**src/rtl/btn_conditioner.sv**
```systemverilog
// -----------------------------------------------------------------------------
// btn_conditioner
//   Multi-channel push-button conditioner. Each channel is optionally inverted,
//   passed through a two-flop synchroniser, then debounced by a per-channel
//   counter. The debounced level only flips after the synchronised input has
//   disagreed with it for DEBOUNCE_CYCLES consecutive edges. Registered
//   one-cycle press/release pulses accompany each level change.
//
//   Parameters
//     N_BTN           number of independent channels (1..8)
//     DEBOUNCE_CYCLES consecutive disagreeing edges needed to flip the level (>=1)
//     ACTIVE_LOW      1 = raw pins are low when pressed
//
//   Ports
//     CLK         in   system clock, rising-edge
//     RST         in   synchronous active-high reset
//     btn_raw     in   [N_BTN] asynchronous raw pins
//     btn_level   out  [N_BTN] debounced pressed level (1 = pressed)
//     btn_press   out  [N_BTN] one-cycle pulse on debounced 0->1
//     btn_release out  [N_BTN] one-cycle pulse on debounced 1->0
// -----------------------------------------------------------------------------
module btn_conditioner #(
  parameter int N_BTN           = 3,
  parameter int DEBOUNCE_CYCLES = 12000,
  parameter int ACTIVE_LOW      = 0
) (
  input  logic             CLK,
  input  logic             RST,
  input  logic [N_BTN-1:0] btn_raw,
  output logic [N_BTN-1:0] btn_level,
  output logic [N_BTN-1:0] btn_press,
  output logic [N_BTN-1:0] btn_release
);

  // A single-cycle debounce still needs a 1-bit counter, so clamp the width.
  localparam int               CNT_W   = (DEBOUNCE_CYCLES > 1) ? $clog2(DEBOUNCE_CYCLES) : 1;
  localparam logic [CNT_W-1:0] CNT_MAX = CNT_W'(DEBOUNCE_CYCLES - 1);

  logic [N_BTN-1:0] w_raw;
  logic [N_BTN-1:0] r_sync1;
  logic [N_BTN-1:0] r_sync2;
  logic [N_BTN-1:0] r_level;
  logic [N_BTN-1:0] r_press;
  logic [N_BTN-1:0] r_release;
  logic [CNT_W-1:0] r_cnt     [N_BTN];
  logic [CNT_W-1:0] w_cnt_nxt [N_BTN];
  logic [N_BTN-1:0] w_mismatch;
  logic [N_BTN-1:0] w_toggle;
  logic [N_BTN-1:0] w_level_nxt;

  // Counter advance: agreement restarts the count; reaching the terminal
  // value also wraps to 0 because that edge flips the level instead.
  function automatic logic [CNT_W-1:0] cnt_step(input logic             mismatch,
                                                input logic [CNT_W-1:0] cnt);
    logic [CNT_W-1:0] nxt;
    nxt = '0;
    if (mismatch && (cnt != CNT_MAX)) begin
      nxt = cnt + CNT_W'(1);
    end
    return nxt;
  endfunction

  // Polarity normalisation happens before the synchroniser so that every
  // later stage works in "1 = pressed" terms.
  assign w_raw = (ACTIVE_LOW != 0) ? ~btn_raw : btn_raw;

  // Debounce decision, evaluated on the synchronised (stage 2) value.
  always_comb begin
    w_mismatch = '0;
    w_toggle   = '0;
    for (int i = 0; i < N_BTN; i++) begin
      w_mismatch[i] = (r_sync2[i] != r_level[i]);
      w_toggle[i]   = w_mismatch[i] && (r_cnt[i] == CNT_MAX);
      w_cnt_nxt[i]  = cnt_step(w_mismatch[i], r_cnt[i]);
    end
    w_level_nxt = r_level ^ w_toggle;
  end

  always_ff @(posedge CLK) begin
    if (RST) begin
      r_sync1   <= '0;
      r_sync2   <= '0;
      r_level   <= '0;
      r_press   <= '0;
      r_release <= '0;
      for (int i = 0; i < N_BTN; i++) begin
        r_cnt[i] <= '0;
      end
    end else begin
      // Stage 1/2: metastability synchroniser.
      r_sync1 <= w_raw;
      r_sync2 <= r_sync1;
      // Stage 3: debounce counter, level and edge pulses.
      for (int i = 0; i < N_BTN; i++) begin
        r_cnt[i] <= w_cnt_nxt[i];
      end
      r_level   <= w_level_nxt;
      // Pulses are registered with the level, so they coincide with the first
      // cycle of the new level; a toggle is either rising or falling, never both.
      r_press   <= w_toggle & w_level_nxt;
      r_release <= w_toggle & ~w_level_nxt;
    end
  end

  assign btn_level   = r_level;
  assign btn_press   = r_press;
  assign btn_release = r_release;

endmodule

```
**config.mk**
```make
export PLATFORM = sky130hd
export DESIGN_NAME = btn_conditioner
export DESIGN_NICKNAME = d
export VERILOG_FILES = /design/src/rtl/btn_conditioner.sv
export SDC_FILE = /design/constraint.sdc
export NUM_CORES = 1
export LEC_CHECK = 0
export ABC_AREA = 1
export BUFFER_PORTS_ARGS = -buffer_cell sky130_fd_sc_hd__buf_4
export CAP_MARGIN = 40
export CORE_ASPECT_RATIO = 1.2
export CORE_MARGIN = 5
export CORE_UTILIZATION = 56
export CTS_CLUSTER_SIZE = 28
export DETAILED_ROUTE_END_ITERATION = 6
export GPL_ROUTABILITY_DRIVEN = 0
export PLACE_DENSITY = 0.78
export SYNTH_ARGS = -nofsm -noshare
export SYNTH_HDL_FRONTEND = slang
export SYNTH_SLANG_ARGS = --single-unit
```
**constraint.sdc**
```tcl
create_clock -name CLK -period 1.6 [get_ports CLK]
set_clock_uncertainty 0.2 [all_clocks]
set_input_delay 0.08 -clock CLK [delete_from_list [all_inputs] [get_ports CLK]]
set_output_delay 0.08 -clock CLK [all_outputs]
set_load 0.005 [all_outputs]
```
==> metrics.txt <==
outcome completed; clock latency on the worst-skew pair 330 ps; CORE AREA 0.004594 mm^2; post-DP HPWL approximately 3700 um; WP data arrival 1530 ps; Clock power frac 0.468; Post-Synthesis Net Count 391; fin area 0.003212 mm^2; Worst-path clk slew 70 ps; final hold slack 204.0 ps; sw frac 0.2266; pin count of the biggest net entering global routing 14; # Max-Cap Violations 0; Hold Crit Class register to register; initial antenna violation count 0; Worst Path Buf+Inv 0; post-synth cell types 23; Inserted Diodes 0; Post-synth EDFFs 0; clock sink count 57; critical path class register to register; first-pass GRT wire length 9404 um; Total GRT Usage 0.1893; register area share after synthesis 0.4284; final setup TNS 0 ps; most frequent cells in the layout 87 x nand2_1, 87 x nor2_1, 56 x dfxtp_1, 50 x inv_1, 26 x nand3_1; Max Fclk about 660 MHz; routed len/inst ~11 um; Ys Warns 0; GRT overflow 0; Comb power frac 0.022; Pint 2.171 mW; Max Slew Vio Count 0; Via density about 4.9; #FFs+latches synth 57; CP Cell Sequence ha_2 > nand3_2 > nor2_4 > nand3_4 > nand2_4 > nor2_1; DRC violations left 0; Root Driver clkbuf_8; Nets 430; placed cells 461; io pins 14; port bufs 13; Pre-Repair DR Iteration Count 4; vias in the first global route around 2300; Most used DFF post-synth dfxtp_1; CTS tree yes; Synth Instances 383; CP Capture Type register; Routed WL around 5300 um; row cnt 27; die height 85.55 um; Sw Pwr 636.2 uW; die width 72.96 um; area delta synth->final 20.57%; worst slew pin tran approximately 330 ps; share of flip-flops with an asynchronous set or reset 0; unrepaired setup endpoints after global routing false; critical path's largest stage delay 360 ps; # setup viols final 0; Slew headroom 0.7769; CTS Buffer Depth 2; number of routed nets with antenna violations 0; cell area after synthesis 0.002664 mm^2; startpoint class of the critical path register; final period demand of the worst path 1507 ps; final std cells w/o fill 485; final hold viol count 0; CTS buffer count 9; DR vias roughly 2400; Worst EP required 1630 ps; Placed Instance Area 0.002872 mm^2; Worst path slowest cell dfxtp_1; worst vdd ir 661.1 uV; drt initial violations 113; Final Power 2.807 mW; Syn Area/Cell between 6 and 7 um^2; die area 0.006242 mm^2; Leak 1.112 nW; P per Cell Area just under 900 mW/mm^2; htree depth 3; Top delay family on crit path simple AND/OR/NAND/NOR gates; crit share post-route 0.9419; Worst Path Max Fanout 7; Initial Util 0.5798; Seq pwr share 0.510; share of cells above drive strength 1 0.1639
worst min-delay path, cell delays in order, from the launching register on:
cell and delay (ps):
dfxtp_1 300, inv_1 40, nor2_1 30
cell type report:
| type | instances | area, um^2 |
|---|---|---|
| repair buffers | 31 | 250.2 |
| fillers | 371 | 1383 |
| clock buffers | 9 | 123.9 |
| flip-flops and latches | 57 | 1142 |
| clock inverters | 7 | 71.32 |
| inverters | 51 | 191.4 |
| multi-input cells | 272 | 1360 |
| well taps | 58 | 72.57 |
kinds of logic (layout without fill, tap and decap cells):
logic type | after synthesis | in the layout | share of synthesized area
and+or+nand+nor | 237 | 238 | 0.3842
adders and majority gates | 3 | 3 | 0.01409
AOI/OAI and AO/OA | 16 | 16 | 0.03523
buffers and inverters | 55 | 98 | 0.08877
xor gates and xnor gates | 15 | 15 | 0.04932
DFF | 57 | 57 | 0.4284
power by group through the flow:
stage	sequential (mW)	combinational [mW]	clock [mW]
floorplan	1.46	0.0327	0
global placement	1.46	0.0426	0
detailed placement	1.46	0.0430	0
CTS	1.43	0.0571	1.35
global route	1.43	0.0672	1.42
finish	1.43	0.0606	1.31
registers in the layout, summed over array words and instances, names as in the netlist, named ones only:
name / flops
btn_press: 3
btn_release: 3
r_cnt: 42
r_sync1: 3
r_sync2: 3
per-layer routing:
| layer | share of wire | vias to the layer above | GRT usage | wire length (um) |
|---|---|---|---|---|
| met5 | 0 | - | 0 | 0 |
| met4 | 0.019 | 0 | 0.09564 | 99 |
| met3 | 0.039 | 11 | 0.05627 | 208 |
| met2 | 0.49 | 42 | 0.3128 | 2603 |
| met1 | 0.45 | 1077 | 0.2191 | 2406 |
| li1 | - | 1267 | - | - |
through the flow:
| step | utilization | setup slack [ps] |
|---|---|---|
| 4_1_cts | 0.6838 | 11.18 |
| 3_5_place_dp | 0.6250 | -49.56 |
| 2_1_floorplan | - | 113.8 |
| 3_3_place_gp | 0.6250 | 51.50 |
| 5_1_grt | 0.6991 | 4.081 |
| 6_report | 0.6991 | 92.90 |
cells in the mapped netlist (3+ instances only):
master / n / share of area
ha_1: 3 / 0.014
buf_6: 4 / 0.017
a21oi_2: 3 / 0.0099
nor2_1: 90 / 0.13
nand3_2: 4 / 0.015
xnor2_1: 7 / 0.023
inv_1: 50 / 0.070
dfxtp_1: 57 / 0.43
a21oi_1: 9 / 0.017
o21ai_0: 3 / 0.0056
nand3_1: 27 / 0.051
nand2_1: 87 / 0.12
nor2_2: 9 / 0.021
xor2_1: 8 / 0.026
nand4_1: 11 / 0.026
nand2_2: 3 / 0.0070
worst paths after layout:
| check | cells after the start | start | slack (ps) | to |
|---|---|---|---|---|
| worst max-delay path | 6 | r_cnt[0][15] | 90 | r_cnt[0][15] |
| worst min-delay path | 2 | r_sync1[1] | 200 | r_sync2[1] |
| worst max register to register | 6 | r_cnt[0][15] | 90 | r_cnt[0][15] |
| worst min register to register | 2 | r_sync1[1] | 200 | r_sync2[1] |
timing repair:
item	in CTS	in global routing
setup buffers	0	0
setup endpoints to repair	13	42
endpoints found under the hold margin	9	0
pin swaps	0	1
gates resized for setup	1	15
gates cloned	0	1
hold buffers	7	0
Note: power is estimated with default switching activity, not from simulation.
